[src/rtl/cond_branch_unit.sv]
// Conditional branch resolution unit: holds NZCV, resolves B/B.cond/CBZ/CBNZ
// and offers a registered redirect to fetch over a valid/ready handshake.
module cond_branch_unit #(
  parameter int AW   = 64,
  parameter int CNTW = 32
) (
  input  logic            clk,
  input  logic            rst_n,
  input  logic            ex_valid,
  input  logic            ex_setflags,
  input  logic            Negative,
  input  logic            Zero,
  input  logic            Overflow,
  input  logic            CarryOut,
  input  logic            br_valid,
  output logic            br_ready,
  input  logic [1:0]      br_type,
  input  logic [3:0]      br_cond,
  input  logic [AW-1:0]   br_opnd,
  input  logic [AW-1:0]   br_pc,
  input  logic [AW-1:0]   br_target,
  input  logic            flush,
  output logic            rd_valid,
  input  logic            rd_ready,
  output logic            rd_taken,
  output logic [AW-1:0]   rd_pc,
  output logic [3:0]      flags,
  output logic [CNTW-1:0] taken_cnt
);

  localparam logic S_IDLE = 1'b0;
  localparam logic S_HOLD = 1'b1;

  localparam logic [1:0] T_B     = 2'b00;
  localparam logic [1:0] T_BCOND = 2'b01;
  localparam logic [1:0] T_CBZ   = 2'b10;

  logic       state;
  logic       set_now;
  logic [3:0] eff;
  logic       taken;
  logic       accept;

  // Condition codes pair up: odd encodings invert the even one, except 111x (always).
  function automatic logic cond_true(input logic [3:0] c, input logic [3:0] f);
    logic n, z, cy, v, r;
    n  = f[3];
    z  = f[2];
    cy = f[1];
    v  = f[0];
    case (c[3:1])
      3'd0:    r = z;
      3'd1:    r = cy;
      3'd2:    r = n;
      3'd3:    r = v;
      3'd4:    r = cy & ~z;
      3'd5:    r = (n == v);
      3'd6:    r = ~z & (n == v);
      default: r = 1'b1;
    endcase
    if (c[0] && (c[3:1] != 3'd7)) r = ~r;
    return r;
  endfunction

  assign set_now  = ex_valid & ex_setflags;
  assign eff      = set_now ? {Negative, Zero, CarryOut, Overflow} : flags;
  assign br_ready = (state == S_IDLE);
  assign rd_valid = (state == S_HOLD);
  assign accept   = br_valid & br_ready & ~flush;

  always_comb begin
    taken = 1'b0;
    case (br_type)
      T_B:     taken = 1'b1;
      T_BCOND: taken = cond_true(br_cond, eff);
      T_CBZ:   taken = (br_opnd == '0);
      default: taken = (br_opnd != '0);
    endcase
  end

  always_ff @(posedge clk or negedge rst_n) begin
    if (!rst_n)       flags <= 4'b0000;
    else if (set_now) flags <= {Negative, Zero, CarryOut, Overflow};
  end

  // Flush wins over the handshake, so a flushed redirect is never counted.
  always_ff @(posedge clk or negedge rst_n) begin
    if (!rst_n) begin
      state     <= S_IDLE;
      rd_taken  <= 1'b0;
      rd_pc     <= '0;
      taken_cnt <= '0;
    end else if (flush) begin
      state <= S_IDLE;
    end else begin
      case (state)
        S_IDLE: begin
          if (accept) begin
            state    <= S_HOLD;
            rd_taken <= taken;
            rd_pc    <= taken ? br_target : br_pc + AW'(4);
          end
        end
        default: begin
          if (rd_ready) begin
            state     <= S_IDLE;
            taken_cnt <= taken_cnt + CNTW'(rd_taken);
          end
        end
      endcase
    end
  end

endmodule

[config.mk]
export PLATFORM = sky130hd
export DESIGN_NAME = cond_branch_unit
export DESIGN_NICKNAME = d
export VERILOG_FILES = /design/src/rtl/cond_branch_unit.sv
export SDC_FILE = /design/constraint.sdc
export NUM_CORES = 1
export LEC_CHECK = 0
export CORE_MARGIN = 1.5
export CORE_UTILIZATION = 44
export DETAILED_ROUTE_END_ITERATION = 8
export HOLD_SLACK_MARGIN = 0.12
export PLACE_DENSITY = 0.86
export SYNTH_ARGS = -nofsm -noshare
export SYNTH_HDL_FRONTEND = slang
export SYNTH_SLANG_ARGS = --single-unit
[constraint.sdc]
create_clock -name clk -period 3.6 [get_ports clk]
set_input_delay 0.72 -clock clk [delete_from_list [all_inputs] [get_ports clk]]
set_output_delay 0.72 -clock clk [all_outputs]
set_load 0.01 [all_outputs]
==> impl_metrics.toml, run 1 <==
[run_status]
status = "finished clean"

[pwr]
pwr_density_cell_mw_per_mm2 = 367
intPower_uw = 2580
p_clk_share_pct = 27.7
p_leak_uw = 0.00376
ir_worst_vdd_v = 0.000233
p_switching_uw = 1020
seq_power_share_pct = 40.1
power_frac_comb_pct = 32.1
switching_share_pct = 28.3
fin_total_pwr_uw = 3590

[detailed_routing]
vias = 6367
dr.pass1.iters = 5
highest_layer = "met4"
antenna_left = 0
vias_per_cell = 5.56
wl_um = 21400
drc_errors = 0
wl_met2_um = 10600
wl_met1_um = 8810
wl_met3_um = 1490
drt-initial-drc-count = 425
wire_per_inst_um = 18.7

[global_routing]
grt_max_degree = 57
antenna_found_initial = 1
grt_pass1_vias = 6487
track_usage_pct = 29.7
gr-total-overflow = 0
grt_pass1_wl_um = 33800

[floorplanning]
dieWidth_um = 121
die_area_sq_mm = 0.0146
ios = 312
initial_core_util_pct = 45.7
std_cell_rows = 42
die_h_um = 121
fp.coreArea_sq_mm = 0.0134

[worst_setup_path]
crit_arrival_ps = 3420
cp_max_fo = 47
crit_type = "input pin to flip-flop"
cp.required_ps = 3880
end_kind = "flip-flop"
crit_path_start_kind = "input pin"

[clock_network]
clock_path_buffers = 2
holdBufCountCts = 0
path_clk_slew_ps = 70
root_buffer = "clkbuf_16"
htreeDepth = 3
clock_sinks = 102
numCtsBuffers = 9
ctsResizeCount = 0
cts_setup_buffers = 0
cts_tree = "done"
clock_latency_ps = 340

[place]
port_buffers = 311
gp_congestion = 0.859
hpwl_um = 16700
placed_area_sq_mm = 0.00950

[sta]
hold_viol = 0
setup_viol = 0
max_slew_margin_pct = 55.9
period_share_pct = 87.2
fin_setup_tns_ps = 0
finalClockSkew_ps = 5.96
rsz0062_at_grt = "no"
report.final.slew_viol_count = 0
tightest_slew_ps = 662
timing.final.crit_period_ps = 3140
clock.fmax_mhz = 319

[final_layout]
fill_cells = 971
final_area_sq_mm = 0.00980
final_layout_size_suffix_gt1_share_pct = 7.33
finish.net_count = 1175
syn_to_final_growth_pct = 60.0

[yosys]
seq_area_frac_synth_pct = 41.7
synth.net_count = 859
synthCells = 647
synth-seq-cells = 102
synth-edff-count = 0
syn_avg_cell_area_sq_um = 9.47
async_reset_ff_share_pct = 100
ys.flop_type = "dfrtp_1"
synthesis.area_sq_mm = 0.00613
yosysWarnings = 0
synth.distinct_cells = 51

[worst_hold_path]
hold_class = "input pin to asynchronous set/reset pin"

[run]
max_cap_viol_count = 0
-- critical path, cell delays in order --
cell	delay [ps]
clkdlybuf4s50_1	610
nor2b_1	170
a31oi_1	90
o311a_1	350
or4b_4	580
and3_1	280
nand2_2	110
buf_12	220
o221a_1	240
-- cell usage in the layout (no fill, tap or decap), drive strengths merged, types with 3 or more instances in the layout --
cell           netlist  final
nand2b               3      3
xor2                40     40
or3                  3      3
nand4               28     28
and3                16     16
inv                 17     20
xnor2               51     51
nor4                22     22
dfrtp              102    102
buf                 11     17
nor3                24     24
a22oi                7      7
nor2                49     49
and2                 6      6
ha                   3      3
and4                 4      4
a31oi                5      5
nand3               33     33
a221o                4      4
o21ai                7      7
clkbuf              11     10
a21oi               17     17
nand2               96     96
mux2                12     12
mux2i                8      8
clkdlybuf4s50        0    310
o221a               46     46
-- worst paths after layout --
check / end / depth (start not counted) / slack [ps] / from
min: rd_pc[41] / 1 / 390 / rst_n
min reg2reg: rd_pc[60] / 2 / 490 / rd_pc[60]
max: rd_pc[45] / 9 / 460 / br_cond[2]
max reg2reg: rd_pc[45] / 8 / 990 / flags[0]
min in group clk: rd_pc[60] / 2 / 490 / rd_pc[60]
max in group asynchronous: rd_pc[21] / 2 / 2470 / rst_n
-- final cells by class --
| cell class | count | area (sq um) | share of cell area, % |
|---|---|---|---|
| antenna | 1 | 2.50 | 0.0255 |
| clock buffer | 10 | 229 | 2.34 |
| clock inverter | 6 | 68.8 | 0.702 |
| inverter | 18 | 67.6 | 0.689 |
| multi-input combinational | 505 | 3390 | 34.6 |
| sequential | 102 | 2550 | 26.0 |
| tap | 176 | 220 | 2.25 |
| timing repair buffer | 327 | 3270 | 33.3 |
-- power by group through the flow --
stage               clock [uW]  sequential (uW)  combinational, uW
global placement             0             1450               1130
floorplan                    0             1520                330
CTS                       1020             1440               1160
finish                     996             1440               1160
detailed placement           0             1460               1160
global route              1070             1460               1240
-- cell families after synthesis --
group           synth area share, %
compound gates                 13.8
xor+xnor                       13.0
fa+ha+maj                     0.613
buf+inv                        3.19
flops                          41.7
mux                            3.88
simple gates                   23.9
-- through the flow --
step | util, % | setup slack [ps] | hold WS (ps) | std cells
after floorplan | - | 902 | 424 | 647
after global placement | 70.9 | 214 | 461 | 1128
after detailed placement | 70.9 | 121 | 475 | 1128
after CTS | 73.1 | 486 | 407 | 1144
after global routing | 73.1 | 345 | 446 | 1144
final | 73.2 | 462 | 394 | 1145
-- Yosys cell counts, types with 4 or more instances --
library cell | instances | area [sq um]
xnor2_1 | 51 | 447
nand3_1 | 33 | 165
and3_1 | 16 | 100
nor4_1 | 21 | 131
nand2_1 | 94 | 353
inv_1 | 17 | 63.8
and4_1 | 4 | 35.0
and2_1 | 5 | 31.3
dfrtp_1 | 102 | 2550
a221o_1 | 4 | 40.0
o221a_1 | 32 | 360
o221a_2 | 14 | 158
nor2_1 | 49 | 184
o21ai_0 | 7 | 35.0
mux2_2 | 12 | 135
nand4_1 | 28 | 175
a22oi_1 | 7 | 52.6
buf_2 | 6 | 30.0
a31oi_1 | 4 | 25.0
nor3_1 | 23 | 115
a21oi_1 | 17 | 85.1
mux2i_1 | 8 | 80.1
xor2_1 | 40 | 350
buf_6 | 5 | 56.3
clkbuf_1 | 11 | 41.3
-- flip-flops by register name, summed over array words and instances, names as in the netlist --
signal / flops
rd_pc: 64
flags: 4
rd_valid: 1
taken_cnt: 32
rd_taken: 1
-- per-layer routing --
layer	vias to the layer above	GRT usage, %
met3	38	6.16
li1	3004	-
met5	-	0
met2	254	50.0
met1	3071	38.1
met4	0	9.71
Power figures use the tool's default switching activity.
==> inputs of run 2 (changes only) <==
--- a/config.mk
+++ b/config.mk
@@ -9,6 +9,7 @@
 export CORE_UTILIZATION = 44
 export DETAILED_ROUTE_END_ITERATION = 8
 export HOLD_SLACK_MARGIN = 0.12
+export MAX_ROUTING_LAYER = met4
 export PLACE_DENSITY = 0.86
 export SYNTH_ARGS = -nofsm -noshare
 export SYNTH_HDL_FRONTEND = slang
==> constraint.sdc (replaced) <==
create_clock -name clk -period 3.6 [get_ports clk]
set_input_delay 0.72 -clock clk [delete_from_list [all_inputs] [get_ports clk]]
set_output_delay 0.72 -clock clk [all_outputs]
set_load 0.02 [all_outputs]
==> run 2 against run 1 <==
Clock skew decreased by 1.3 ps; final cell count did not move; worst setup slack better by 0.95 ps; sequential power barely moved; fmax is essentially flat; via count is essentially flat; first-iteration DRC count up 7.5%; routed wire length about the same.
==> impl_metrics.toml, run 2 (synthesis results as in run 1) <==
[run_status]
status = "finished clean"

[pwr]
power_frac_comb_pct = 34.7
switching_share_pct = 30.9
seq_power_share_pct = 38.6
p_clk_share_pct = 26.7
p_switching_uw = 1150
pwr_density_cell_mw_per_mm2 = 381
p_leak_uw = 0.00376
intPower_uw = 2580
ir_worst_vdd_v = 0.000246

[worst_setup_path]
cp_max_fo = 47
crit_path_start_kind = "input pin"
cp_slowest_cell = "clkdlybuf4s50_1"
end_kind = "flip-flop"
crit_arrival_ps = 3420
cp_cell_sequence = "clkdlybuf4s50_1 -> nor2b_1 -> a31oi_1 -> o311a_1 -> or4b_4 -> and3_1 -> nand2_2 -> buf_12 -> o221a_1"
cp.required_ps = 3880
critPathMaxStageDelay_ps = 610
rrSetupSlack_ps = 990
crit_type = "input pin to flip-flop"

[final_layout]
largest_reg_flops = 64
syn_to_final_growth_pct = 60.0
register_area_sq_mm = 0.00255
reg.largest.list = "rd_pc x64, taken_cnt x32, flags x4"
final_area_sq_mm = 0.00980
final_cell_mix = "clkdlybuf4s50_1 (310), dfrtp_1 (102), nand2_1 (94)"
fill_cells = 971
regMostFlops = "rd_pc"
finish.net_count = 1175
final_layout_size_suffix_gt1_share_pct = 7.33
mostFrequentLayoutCell = "clkdlybuf4s50_1"
multiInputGateArea_sq_mm = 0.00339

[clock_network]
root_buffer = "clkbuf_16"
clock_path_buffers = 2
clock_sinks = 102
numCtsBuffers = 9
cts_tree = "done"
holdBufCountCts = 0
htreeDepth = 3
cts_setup_buffers = 0
ctsResizeCount = 0
clock_latency_ps = 340
path_clk_slew_ps = 70

[detailed_routing]
vias_per_cell = 5.56
drt-initial-drc-count = 457
wl_um = 21400
drc_errors = 0
vias = 6363
dr.pass1.iters = 4
wire_per_inst_um = 18.7
antenna_left = 0

[sta]
timing.final.crit_period_ps = 3140
fin_setup_tns_ps = 0
tightest_slew_ps = 665
max_slew_margin_pct = 55.7
period_share_pct = 87.1
setup_viol = 0
clock.fmax_mhz = 319
report.final.slew_viol_count = 0
rsz0062_at_grt = "no"
finalClockSkew_ps = 4.65
hold_viol = 0

[floorplanning]
initial_core_util_pct = 45.7
die_h_um = 121
fp.coreArea_sq_mm = 0.0134
ios = 312
dieWidth_um = 121
std_cell_rows = 42
die_area_sq_mm = 0.0146

[global_routing]
antenna_found_initial = 1
track_usage_pct = 30.5
grt_pass1_wl_um = 33800
gr-total-overflow = 0
grt_pass1_vias = 6497
grt_max_degree = 57

[place]
gp_congestion = 0.873
placed_area_sq_mm = 0.00950
hpwl_um = 16700
port_buffers = 311

[run]
max_cap_viol_count = 0

[worst_hold_path]
hold_class = "input pin to asynchronous set/reset pin"
-- run 2: cell counts in the layout (fill, tap and decap cells not counted) --
No cell type changed its count.
-- run 2: critical path: cells and delay by family --
kind / cells / cell delay (ps)
buffers and inverters: 2 / 830
AND/OR/NAND/NOR: 4 / 1130
AO/OA/AOI/OAI: 3 / 680
-- run 2: metrics by stage --
step,instances,setup WS (ps),utilization [%],power [uW],hold slack (ps)
global route,1145,340,73.2,3910,449
finish,1145,463,73.2,3730,394
detailed placement,1128,121,70.9,2750,475
CTS,1144,486,73.1,3760,407
floorplan,647,902,-,1990,424
global placement,1128,214,70.9,2730,461
-- run 2: worst paths after layout --
path	start	end	depth (start not counted)
setup / recovery	br_cond[2]	rd_pc[45]	9
hold / removal	rst_n	rd_pc[40]	1
setup reg to reg	flags[0]	rd_pc[45]	8
hold reg to reg	rd_pc[60]	rd_pc[60]	2
max in group asynchronous	rst_n	rd_pc[22]	2
min in group clk	rd_pc[60]	rd_pc[60]	2
-- run 2: area by class of cell --
cell class                      instances  share of cell area, %
Timing Repair Buffer                  327                   33.3
Multi-Input combinational cell        505                   34.6
Antenna cell                            1                 0.0255
Tap cell                              176                   2.25
Clock inverter                          6                  0.702
Sequential cell                       102                   26.0
Clock buffer                           10                   2.34
Inverter                               18                  0.689
-- run 2: per-layer routing --
| metal | vias up | global-route usage (%) | share of wire (%) |
|---|---|---|---|
| met5 | - | - | 0 |
| met4 | 0 | 9.78 | 2.1 |
| met3 | 33 | 5.31 | 6.7 |
| met2 | 257 | 49.9 | 49 |
| met1 | 3074 | 38.6 | 42 |
| li1 | 2999 | - | - |
-- run 2: power groups by stage --
| stage | Combinational (uW) | Sequential, uW | Clock [uW] |
|---|---|---|---|
| after global routing | 1370 | 1460 | 1070 |
| after CTS | 1300 | 1440 | 1020 |
| final | 1290 | 1440 | 996 |
| after global placement | 1270 | 1450 | 0 |
| after detailed placement | 1300 | 1460 | 0 |
| after floorplan | 330 | 1660 | 0 |
